`src/rtl/sdram_arbiter.sv`:
```
// sdram_arbiter: shares the SDRAM command/address/data bus between init, refresh, write and read.
// Define SDRAM_ARB_RR_EN for round-robin write/read arbitration (default: write beats read).
module sdram_arbiter #(
    parameter int ADDR_W = 12,
    parameter int DQ_W   = 16
) (
    input  logic              sclk,
    input  logic              s_rst_n,
    input  logic              flag_init_end,
    input  logic [3:0]        init_cmd,
    input  logic [ADDR_W-1:0] init_addr,
    input  logic              ref_req,
    output logic              ref_en,
    input  logic              flag_ref_end,
    input  logic [3:0]        ref_cmd,
    input  logic [ADDR_W-1:0] ref_addr,
    input  logic              wr_req,
    output logic              wr_en,
    input  logic              flag_wr_end,
    input  logic [3:0]        wr_cmd,
    input  logic [ADDR_W-1:0] wr_addr,
    input  logic [1:0]        wr_bank,
    input  logic [DQ_W-1:0]   wr_data,
    input  logic              rd_req,
    output logic              rd_en,
    input  logic              flag_rd_end,
    input  logic [3:0]        rd_cmd,
    input  logic [ADDR_W-1:0] rd_addr,
    input  logic [1:0]        rd_bank,
    output logic              sdram_cke,
    output logic              sdram_cs_n,
    output logic              sdram_ras_n,
    output logic              sdram_cas_n,
    output logic              sdram_we_n,
    output logic [1:0]        sdram_bank,
    output logic [ADDR_W-1:0] sdram_addr,
    output logic [DQ_W-1:0]   sdram_dq_out,
    output logic              sdram_dq_oe
);
    localparam logic [4:0] S_INIT  = 5'b00001;
    localparam logic [4:0] S_ARBIT = 5'b00010;
    localparam logic [4:0] S_AREF  = 5'b00100;
    localparam logic [4:0] S_WRITE = 5'b01000;
    localparam logic [4:0] S_READ  = 5'b10000;
    localparam logic [3:0] CMD_NOP = 4'b0111;

    logic [4:0]        state_q, state_d;
    logic [3:0]        cmd_q, cmd_d;
    logic [ADDR_W-1:0] addr_q, addr_d;
    logic [1:0]        bank_q, bank_d;
    logic [DQ_W-1:0]   dq_q, dq_d;
    logic              oe_q, oe_d;
    logic              wr_win;

`ifdef SDRAM_ARB_RR_EN
    logic last_rd_q, last_rd_d;
    // On a tie the requester not served last time wins; reset favours write.
    assign wr_win = wr_req && (!rd_req || last_rd_q);
    assign last_rd_d = (state_q == S_ARBIT && !ref_req && (wr_req || rd_req)) ? !wr_win : last_rd_q;
    always_ff @(posedge sclk or negedge s_rst_n)
        if (!s_rst_n) last_rd_q <= 1'b1;
        else last_rd_q <= last_rd_d;
`else
    assign wr_win = wr_req;
`endif

    always_comb begin
        state_d = S_ARBIT;
        case (state_q)
            S_INIT:  state_d = flag_init_end ? S_ARBIT : S_INIT;
            S_ARBIT: state_d = ref_req ? S_AREF : wr_win ? S_WRITE : rd_req ? S_READ : S_ARBIT;
            S_AREF:  state_d = flag_ref_end ? S_ARBIT : S_AREF;
            S_WRITE: state_d = flag_wr_end ? S_ARBIT : S_WRITE;
            S_READ:  state_d = flag_rd_end ? S_ARBIT : S_READ;
            default: state_d = S_ARBIT;
        endcase
    end

    assign cmd_d  = state_q == S_INIT  ? init_cmd  :
                    state_q == S_AREF  ? ref_cmd   :
                    state_q == S_WRITE ? wr_cmd    :
                    state_q == S_READ  ? rd_cmd    : CMD_NOP;
    assign addr_d = state_q == S_INIT  ? init_addr :
                    state_q == S_AREF  ? ref_addr  :
                    state_q == S_WRITE ? wr_addr   :
                    state_q == S_READ  ? rd_addr   : '0;
    assign bank_d = state_q == S_WRITE ? wr_bank   :
                    state_q == S_READ  ? rd_bank   : 2'd0;
    assign oe_d   = state_q == S_WRITE;
    assign dq_d   = oe_d ? wr_data : '0;

    always_ff @(posedge sclk or negedge s_rst_n) begin
        if (!s_rst_n) begin
            state_q <= S_INIT;
            cmd_q   <= CMD_NOP;
            addr_q  <= '0;
            bank_q  <= 2'd0;
            dq_q    <= '0;
            oe_q    <= 1'b0;
        end else begin
            state_q <= state_d;
            cmd_q   <= cmd_d;
            addr_q  <= addr_d;
            bank_q  <= bank_d;
            dq_q    <= dq_d;
            oe_q    <= oe_d;
        end
    end

    assign ref_en = state_q == S_AREF;
    assign wr_en  = state_q == S_WRITE;
    assign rd_en  = state_q == S_READ;
    assign sdram_cke = 1'b1;
    assign {sdram_cs_n, sdram_ras_n, sdram_cas_n, sdram_we_n} = cmd_q;
    assign sdram_bank   = bank_q;
    assign sdram_addr   = addr_q;
    assign sdram_dq_out = dq_q;
    assign sdram_dq_oe  = oe_q;
endmodule

```
`config.mk`:
```
export PLATFORM = sky130hd
export DESIGN_NAME = sdram_arbiter
export DESIGN_NICKNAME = d
export VERILOG_FILES = /design/src/rtl/sdram_arbiter.sv
export SDC_FILE = /design/constraint.sdc
export NUM_CORES = 1
export LEC_CHECK = 0
export BUFFER_PORTS_ARGS = -buffer_cell sky130_fd_sc_hd__buf_2
export CAP_MARGIN = 40
export CORE_ASPECT_RATIO = 1.25
export CORE_MARGIN = 4
export CORE_UTILIZATION = 40
export DETAILED_ROUTE_END_ITERATION = 8
export PLACE_DENSITY = 0.76
export SYNTH_ARGS = -nofsm -noshare
export SYNTH_HDL_FRONTEND = slang
export SYNTH_SLANG_ARGS = --single-unit
```
`constraint.sdc`:
```
create_clock -name sclk -period 3.6 [get_ports sclk]
set_input_delay 0 -clock sclk [delete_from_list [all_inputs] [get_ports sclk]]
set_output_delay 0 -clock sclk [all_outputs]
set_load 0.005 [all_outputs]
```
# After elaboration in Yosys (flattened, before gate mapping)
# Cells that the tools add are included.
word_totals:
  register_bits: 40
  inputBits: 93
  elab_cells: 30
op_classes:
  muxes: 19
  n_eq_ne: 5
op_table:
  columns: ["cell", "count"]
  rows:
  - ["$mux 12", 4]
  - ["$pmux 5 s5", 1]
  - ["$mux 4", 5]
  - ["$mux 5", 4]
  - ["$mux 16", 1]
  - ["$mux 2", 3]
  - ["$eq 5x1->1 const B", 1]
  - ["$eq 5x2->1 const B", 1]
  - ["$eq 5x3->1 const B", 1]
  - ["$eq 5x4->1 const B", 1]
  - ["$eq 5x5->1 const B", 1]
  - ["$mux 3", 1]

# Logic depth before layout (Yosys ltp)
logic_depth:
  word_depth: 5
  mapped_depth: 7

# Least setup slack after synthesis
# No wires, ideal clock.
synth_timing:
  path_kind: "register -> register"
  startpoint: "register state_q[0]"
  endpoint: "register state_q[1]"
  synth_period_minus_slack_ns: 1.486
  setup_slack_ns: 2.114
  stages_incl_launch_ff: 7
  path_buffers: 1
  arrival_time_ns: 1.341
  cell_sequence: "dfstp_2 nor2b_4 nand2_4 inv_4 buf_6 a222oi_1 o311ai_1"
synth_between:
  elab_chain_len: 2
synth_rtl:
  columns: ["item", "line_no", "text"]
  rows:
  - ["start: declaration", "47", "logic [4:0] state_q, state_d;"]
  - ["start signal: assignment", "101", "state_q <= state_d;"]
  - ["$eq 5x5->1", null, null]
  - ["net rd_en", "25", "output logic rd_en,"]
  - ["$pmux 5 s5", "69", "case (state_q)"]
  - ["net state_d[1]", "47", null]
# The timed path passes the listed nets, and every way through them passes these cells.

# Final worst setup path
layout_timing:
  startpoint: "register state_q[1]"
  endpoint: "register cmd_q[3]"
layout_between:
  elab_chain_len: 5
layout_rtl:
  columns: ["item", "line_no", "text"]
  rows:
  - ["$eq 5x5->1", "82", "state_q == S_READ ? rd_cmd : CMD_NOP;"]
  - ["$mux 4", "82", null]
  - ["$mux 4", "81", "state_q == S_WRITE ? wr_cmd :"]
  - ["$mux 4", "80", "state_q == S_AREF ? ref_cmd :"]
  - ["$mux 4 (*)", "79", "assign cmd_d = state_q == S_INIT ? init_cmd :"]
  - ["net cmd_d[3]", "48", "logic [3:0] cmd_q, cmd_d;"]
  - ["end signal: assignment", "102", "cmd_q <= cmd_d;"]
  - ["end: declaration", "48", null]
# Mark *: on every way through the listed nets, which the timed path passes. The rest lies on a longest branch.

==> results.yml <==
clock_tree:
  cts_buffer_depth: 2
  htreeDepth: 2
  clock_latency_ns: 0.29
  cts.sinks: 40
  clk_pin_slew_ns: 0.09
  cts_tree: "built"
  cts_buffers: 5
  cts_root_buffer: "clkbuf_8"
  postCtsSetupRepairBufs: 0
critical_path:
  cp-start-kind: "register"
  r2r-end: "cmd_q[3]"
  criticalPathCategory: "register to register"
  cp.required_ns: 3.83
  cp.arrival_ns: 2.54
  end_kind: "register"
  r2r_cells: 6
  cp_max_fo: 33
  regToRegSetupSlack_ns: 1.29
  r2r_start: "state_q[1]"
timing:
  rsz0062_at_grt: "false"
  fin_hold_ws_ns: 0.0600
  finalCriticalPeriod_ns: 2.31
  finalSetupTns_ns: 0
  final.period_utilization_pct: 64.2
  max_slew_margin_pct: 61.3
  fmax_mhz: 433
  finClkSkew_ns: 0.00942
  hold_viol_final: 0
  finalMaxSlewViolations: 0
  setup_viol: 0
  tightest_slew_ns: 0.580
synth:
  seq_area_frac_synth_pct: 55.9
  synth_fp_nets: 264
  synth-seq-cells: 40
  synth_cell_types: 37
  ys_top_cells_by_area: "dfrtp_1, and2_1, dfstp_2"
  syn_area_per_cell_um2: 10.5
  netlist.area_leader.share_pct: 50.1
  synthCells: 171
  synth_top_cells_by_count: "dfrtp_1, nor2_1, nand2_1"
  yosysMostFrequentCell: "dfrtp_1"
  async_reset_ff_share_pct: 100
  netlist_area_um2: 1800
  synth_top_area_cell: "dfrtp_1"
  synth_edf_count: 0
  synth_flop_cell: "dfrtp_1"
  ys_warn_count: 0
routing:
  drt_wl_total_um: 6260
  wl_per_cell_um: 15.2
  vias: 2032
  first_iter_violations: 95
  first_pass_iters: 5
  antenna_left: 0
  wl_met1_um: 2230
  drc: 0
  highest_layer: "met4"
  met2_length_um: 3390
  vias_per_cell: 4.92
  wl_met3_um: 551
floorplanning:
  core-area_um2: 4390
  die_y_um: 83.0
  rows: 27
  floorplan.initialDensity_pct: 41.0
  die_w_um: 68.0
  io_pins: 132
  dieArea_um2: 5640
grt:
  grt_pass1_wl_um: 9980
  grt_usage_pct: 23.0
  antenna_found_initial: 0
  grt_max_degree: 34
  grt_pass1_vias: 2177
  overflow: 0
place:
  dpl_cell_area_um2: 2470
  globalplace.congestion: 0.867
  dp.cells: 348
  numPortBuffers: 130
  hpwl_um: 4100
worst_hold_path:
  worstHoldPathCells: 4
  hp-class: "primary input to register"
  hold_path_end: "state_q[1]"
  hp-start: "rd_req"
power:
  ir_worst_vdd_v: 0.000268
  power.density_nw_per_um2: 506
  leakagePower_nw: 1.72
layout:
  area_growth_pct: 75.3
  fin_area_um2: 3150
  fin_util_pct: 71.8
  stdcell_count: 413
  nets: 447
  layout-drive-gt1-share_pct: 43.1
  antenna_cells: 0
job:
  drv_cap: 0
outcome:
  status: "finished, final reports clean"
sequential cells by signal, summed over array words and instances, names as in the netlist:
name and cells:
state_q 5, sdram_addr 12, sdram_dq_oe 1, sdram_bank 2
cmd_q 4, sdram_dq_out 16
how the worst max path moves through the flow:
stage / from / end / slack [ns] / cells after the start
after floorplan: state_q[0] / state_q[1] / 2.11 / 6
after global placement: state_q[2] / state_q[1] / 1.82 / 4
after detailed placement: state_q[0] / state_q[1] / 1.82 / 4
after CTS: state_q[1] / sdram_addr[4] / 1.30 / 6
after global routing: state_q[1] / sdram_addr[0] / 1.11 / 6
final: state_q[1] / cmd_q[3] / 1.29 / 6
stage by stage:
step	setup slack, ns	power [mW]
global route	1.11	1.70
finish	1.29	1.60
CTS	1.30	1.60
detailed placement	1.82	1.09
global placement	1.82	1.07
floorplan	2.11	0.902
critical path: stages (launching register included):
cell and delay, ns:
dfrtp_1 0.50, nor3_4 0.27, nand3b_2 0.17, inv_2 0.41, a221oi_1 0.14, o21ai_0 0.18, dlygate4sd3_1 0.56
cell type report:
class | count | area [µm²]
multi-input combinational | 115 | 694
timing repair buffer | 188 | 1250
clock inverter | 3 | 46.3
fill | 331 | 1240
sequential | 40 | 1010
clock buffer | 5 | 68.8
tap | 58 | 72.6
inverter | 4 | 17.5
metal layers:
layer  track usage (%)  vias to the layer above
li1                  -                      962
met1              26.1                      948
met2              41.7                      112
met3              3.52                       10
met4              7.96                        0
met5                 0                        -
what timing repair did:
item	in CTS	in global routing
hold endpoints to repair	75	0
gates resized for setup	0	0
endpoints found under the setup margin	0	0
hold buffers	57	0
cells by family (layout without fill, tap and decap cells):
family,Yosys count,in the layout,synth area share (%)
flops,40,40,55.9
simple gates,70,70,21.2
compound gates,43,43,16.7
other cells,1,1,0.208
buf+inv,16,200,5.49
xor+xnor,1,1,0.487
power by group:
group / switching (mW) / total, mW / internal [mW]
Combinational: 0.254 / 0.594 / 0.340
Clock: 0.164 / 0.373 / 0.209
Sequential: 0.0697 / 0.630 / 0.561
placed cells by master, fill, tap and decap left out, types with 2 or more instances in the layout:
master and count:
buf_2 130, dlygate4sd3_1 57, dfrtp_1 36, nor2_1 22
nand2_1 19, and2_1 17, a221oi_1 12, o21ai_1 10
o21ai_0 6, clkbuf_8 5, a21oi_1 4, dfstp_2 4
o221ai_1 3, inv_2 2, nor4_1 2, a22o_1 2
(Power assumes the default switching activity.)
